$ cat src/rtl/vec_pkg.sv
// Shared types and width helpers for the vector square-root unit.
package vec_pkg;

  typedef enum logic [1:0] {
    IDLE = 2'd0,
    CALC = 2'd1,
    DONE = 2'd2
  } isqrt_state_e;

  localparam int VEC_WIDTH = 32;

  function automatic int root_width(input int width);
    return width / 2;
  endfunction

  function automatic int cnt_width(input int width);
    return $clog2(width / 2 + 1);
  endfunction

endpackage

$ cat src/rtl/vec_isqrt_step.sv
// One restoring square-root iteration: brings down two radicand bits and
// decides the next root bit.
module vec_isqrt_step
  import vec_pkg::*;
#(
  parameter int ROOT_W = root_width(VEC_WIDTH)
) (
  input  logic [ROOT_W+1:0] rem_i,
  input  logic [ROOT_W-1:0] root_i,
  input  logic [1:0]        bits_i,
  output logic [ROOT_W+1:0] rem_o,
  output logic [ROOT_W-1:0] root_o
);

  logic [ROOT_W+1:0] rem_sh;
  logic [ROOT_W+1:0] trial;
  logic              fits;

  // The partial remainder never exceeds 2*root, so the bits shifted out are zero.
  assign rem_sh = (rem_i << 2) | {{ROOT_W{1'b0}}, bits_i};
  assign trial  = {root_i, 2'b01};
  assign fits   = (rem_sh >= trial);
  assign rem_o  = fits ? (rem_sh - trial) : rem_sh;
  assign root_o = (root_i << 1) | {{(ROOT_W-1){1'b0}}, fits};

endmodule

$ cat src/rtl/vec_isqrt.sv
// Multi-cycle integer square root, one root bit per clock, valid/ready on both sides.
// Define VEC_ISQRT_REM_EN to export the final remainder on out_rem.
module vec_isqrt
  import vec_pkg::*;
#(
  parameter int WIDTH = VEC_WIDTH
) (
  input  logic               clk,
  input  logic               rst_n,
  input  logic               in_valid,
  output logic               in_ready,
  input  logic [WIDTH-1:0]   in_radicand,
  output logic               out_valid,
  input  logic               out_ready,
  output logic [WIDTH/2-1:0] out_root,
`ifdef VEC_ISQRT_REM_EN
  output logic [WIDTH/2:0]   out_rem,
`endif
  output logic               busy
);

  localparam int RW = root_width(WIDTH);
  localparam int CW = cnt_width(WIDTH);
  localparam logic [CW-1:0] LAST_ITER = CW'(RW - 1);

  if (((WIDTH % 2) != 0) || (WIDTH < 4)) begin : g_width_check
    $fatal(1, "vec_isqrt: WIDTH must be even and at least 4");
  end

  isqrt_state_e    state_q;
  logic [WIDTH-1:0] x_q;
  logic [RW+1:0]   rem_q;
  logic [RW-1:0]   root_q;
  logic [CW-1:0]   cnt_q;
  logic            out_valid_q;
  logic            busy_q;
  logic [RW+1:0]   rem_d;
  logic [RW-1:0]   root_d;
  logic            accept;

  assign in_ready = (state_q == IDLE) || ((state_q == DONE) && out_ready);
  assign accept   = in_valid && in_ready;

  vec_isqrt_step #(
    .ROOT_W (RW)
  ) u_step (
    .rem_i  (rem_q),
    .root_i (root_q),
    .bits_i (x_q[WIDTH-1 -: 2]),
    .rem_o  (rem_d),
    .root_o (root_d)
  );

  always_ff @(posedge clk) begin
    if (!rst_n) begin
      state_q     <= IDLE;
      x_q         <= '0;
      rem_q       <= '0;
      root_q      <= '0;
      cnt_q       <= '0;
      out_valid_q <= 1'b0;
      busy_q      <= 1'b0;
    end else begin
      case (state_q)
        IDLE: begin
          if (accept) begin
            x_q     <= in_radicand;
            rem_q   <= '0;
            root_q  <= '0;
            cnt_q   <= '0;
            busy_q  <= 1'b1;
            state_q <= CALC;
          end
        end
        CALC: begin
          x_q    <= x_q << 2;
          rem_q  <= rem_d;
          root_q <= root_d;
          cnt_q  <= cnt_q + 1'b1;
          if (cnt_q == LAST_ITER) begin
            out_valid_q <= 1'b1;
            busy_q      <= 1'b0;
            state_q     <= DONE;
          end
        end
        DONE: begin
          // Retiring and accepting on the same edge goes straight back to CALC.
          if (out_ready) begin
            out_valid_q <= 1'b0;
            if (in_valid) begin
              x_q     <= in_radicand;
              rem_q   <= '0;
              root_q  <= '0;
              cnt_q   <= '0;
              busy_q  <= 1'b1;
              state_q <= CALC;
            end else begin
              state_q <= IDLE;
            end
          end
        end
        default: state_q <= IDLE;
      endcase
    end
  end

  assign out_valid = out_valid_q;
  assign busy      = busy_q;
  assign out_root  = root_q;
`ifdef VEC_ISQRT_REM_EN
  assign out_rem   = rem_q[RW:0];
`endif

endmodule

$ cat config.mk
export PLATFORM = sky130hd
export DESIGN_NAME = vec_isqrt
export DESIGN_NICKNAME = d
export VERILOG_FILES = /design/src/rtl/vec_pkg.sv /design/src/rtl/vec_isqrt_step.sv /design/src/rtl/vec_isqrt.sv
export SDC_FILE = /design/constraint.sdc
export NUM_CORES = 1
export LEC_CHECK = 0
export BUFFER_PORTS_ARGS = -buffer_cell sky130_fd_sc_hd__buf_2
export CAP_MARGIN = 20
export CORE_ASPECT_RATIO = 0.7
export CORE_MARGIN = 3
export CORE_UTILIZATION = 60
export DETAILED_ROUTE_END_ITERATION = 12
export PLACE_DENSITY = 0.94
export SLEW_MARGIN = 20
export SYNTH_ARGS = -nofsm -noshare
export SYNTH_HDL_FRONTEND = slang
export SYNTH_HIERARCHICAL = 1
export SYNTH_SLANG_ARGS = --single-unit
$ cat constraint.sdc
create_clock -name clk -period 5 [get_ports clk]
set_clock_uncertainty 0.15 [all_clocks]
set_input_delay 1 -clock clk [delete_from_list [all_inputs] [get_ports clk]]
set_output_delay 1 -clock clk [all_outputs]
set_load 0.05 [all_outputs]
==> results.cfg <==
[floorplan]
die_y_um = 77.5
core-area_um2 = 6910
io_pins = 55
dieArea_um2 = 8370
chipWidth_um = 108
start_util_pct = 63.3
row_count = 25

[outcome]
status = complete, no violations

[route]
vias = 3708
postRouteAntennaNets = 0
drt_drc_violations_left = 0
detail_route.wl_per_cell_um = 15.5
via_per_inst = 5.94
drt_iter0_drc = 291
wirelength_um = 9690
drt_pre_antenna_iters = 5

[critical_path]
ff2ff_path_depth = 11
cp-start-kind = register
r2r_slack_ns = 2.01
path_max_fanout = 13
crit_chain = inv_1 -> ha_1 -> nand4_1 -> nor4_1 -> a2bb2oi_1 -> o211ai_4 -> nor2_4 -> inv_4 -> mux2_2 -> a22oi_1 -> nor2b_1
worst_path_max_delay_cell = ha_1
worst_setup_path_end_kind = register
cp.arrival_ns = 3.08
critical_path_class = reg2reg
r2r-start = out_root[8]$_SDFFE_PN0P_
slowest_delay_ns = 0.42
cp.required_ns = 5.09
rr_endpoint = rem_q[3]$_SDFFE_PN0P_

[synth]
synth_area_um2 = 4380
syn_inst = 507
synth.avg_cell_area_um2 = 8.64
syn_nets = 563
synth_warnings = 6

[cts]
clk_latency_ns = 0.35
htreeDepth = 3
post_cts_buffers = 0
ctsResizeCount = 0
cts-root-buf = clkbuf_8
cts_buffers = 9
ctsHoldBuffers = 0
clkTransAtPathRegs_ns = 0.08
cts_buffer_depth = 2
cts_tree = yes
cts.sinks = 73

[worst_hold_path]
holdPathStages = 2
min_from = x_q[12]$_SDFFE_PN0P_
min_to = x_q[14]$_SDFFE_PN0P_
min_path_type = reg2reg

[global_route]
gr-usage-met1_pct = 32.9
overflow = 0
grt_max_degree = 45
grt_pass1_wl_um = 16100
met2_usage_pct = 35.0
gr-usage-all-layers_pct = 23.7
met3_usage_pct = 6.82
gr-max-usage-layer = met2
grt_pass1_vias = 3408
antenna_found_initial = 0

[layout]
nets = 582
fillers = 550
area_growth_syn_to_layout_pct = 7.32
drive_above_1_share_pct = 23.6
design_area_um2 = 4700
num_antenna_cells = 0

[sta]
fin_crit_ns = 2.99
slew_headroom_pct = 39.1
setup_viol = 0
rsz0062_at_grt = false
hold_viol_final = 0
finalCritPeriodShare_pct = 59.8
max_freq_mhz = 335
tightest_slew_ns = 0.911
final.setup.tns_ns = 0
finalMaxSlewViolations = 0
setup_ws_ns = 2.01

[pwr]
leakagePower_nw = 1.95
ir_drop_mv = 0.365
p_per_area_nw_per_um2 = 670

[place]
place_ws_ns = 1.95
place.gp.congestion = 0.952
hpwl_um = 6600
postPlaceCellArea_um2 = 4500
port_buffers = 54

[job]
cap_viol_max_count = 0
placed cells by master, fill, tap and decap left out, types with 3 or more instances in the layout:
cell type and count:
o211ai_1 3, a211oi_1 4, inv_1 26, clkbuf_8 11, nand2_1 71, buf_2 54, ha_1 20, nor2_1 69
a22oi_1 35, xor2_1 4, xnor2_1 10, a211o_2 3, a21oi_1 16, a311oi_2 30, o21ai_0 7, nor3_1 6
nand4_1 3, dfxtp_1 73, nor2b_1 19, mux2_2 4, mux2_4 5, a21o_1 8, o21a_1 5
registers in the layout (all words and copies together), names as in the netlist:
name	count
busy	1
state_q	2
out_valid	1
rem_q	16
cnt_q	5
x_q	32
out_root	16
layout make-up:
type | instances | area [um^2] | share of cell area, %
clock buffers | 13 | 159 | 3.38
multi-input cells | 357 | 2510 | 53.4
well taps | 94 | 118 | 2.50
repair buffers | 57 | 305 | 6.50
clock inverters | 2 | 37.5 | 0.799
flip-flops and latches | 73 | 1460 | 31.1
inverters | 28 | 108 | 2.29
through the flow:
stage,hold slack (ns),instances,power [W],util [%]
final,0.354,624,0.00315,68.0
after global routing,0.368,624,0.00335,68.0
after CTS,0.356,624,0.00312,67.9
after detailed placement,0.344,609,0.00264,65.1
after global placement,0.316,608,0.00256,64.8
after floorplan,0.304,507,0.00245,-
power breakdown:
group / leakage, nW / internal, W / switching (W)
combinational: 1.25 / 0.000922 / 0.00104
clock: 0.0957 / 0.000256 / 0.000213
sequential: 0.598 / 0.000658 / 0.0000609
total: 1.95 / 0.00184 / 0.00131
how the worst max path moves through the flow:
stage                             start                endpoint  slack [ns]  cells after the start
2_1_floorplan  out_root[3]$_SDFFE_PN0P_  rem_q[10]$_SDFFE_PN0P_        2.05                     12
3_3_place_gp                  out_ready     x_q[2]$_SDFFE_PN0P_        2.06                      6
3_5_place_dp                  out_ready     x_q[6]$_SDFFE_PN0P_        1.95                      6
4_1_cts        out_root[6]$_SDFFE_PN0P_   rem_q[5]$_SDFFE_PN0P_        2.09                     11
5_1_grt        out_root[8]$_SDFFE_PN0P_   rem_q[4]$_SDFFE_PN0P_        1.80                     11
6_report       out_root[8]$_SDFFE_PN0P_   rem_q[3]$_SDFFE_PN0P_        2.01                     11
critical path, delay by kind of cell, from the launching register on:
family	cells	cell delay [ns]
compound gates	3	0.54
flops	1	0.38
simple gates	4	0.75
mux	1	0.38
buf+inv	2	0.25
fa+ha+maj	1	0.42
layer usage:
metal	vias up	routed length, um
met3	22	783
met4	0	165
met1	1742	4460
met5	-	0
li1	1798	-
met2	146	4290
No activity file was read; power rests on OpenSTA's default activity.
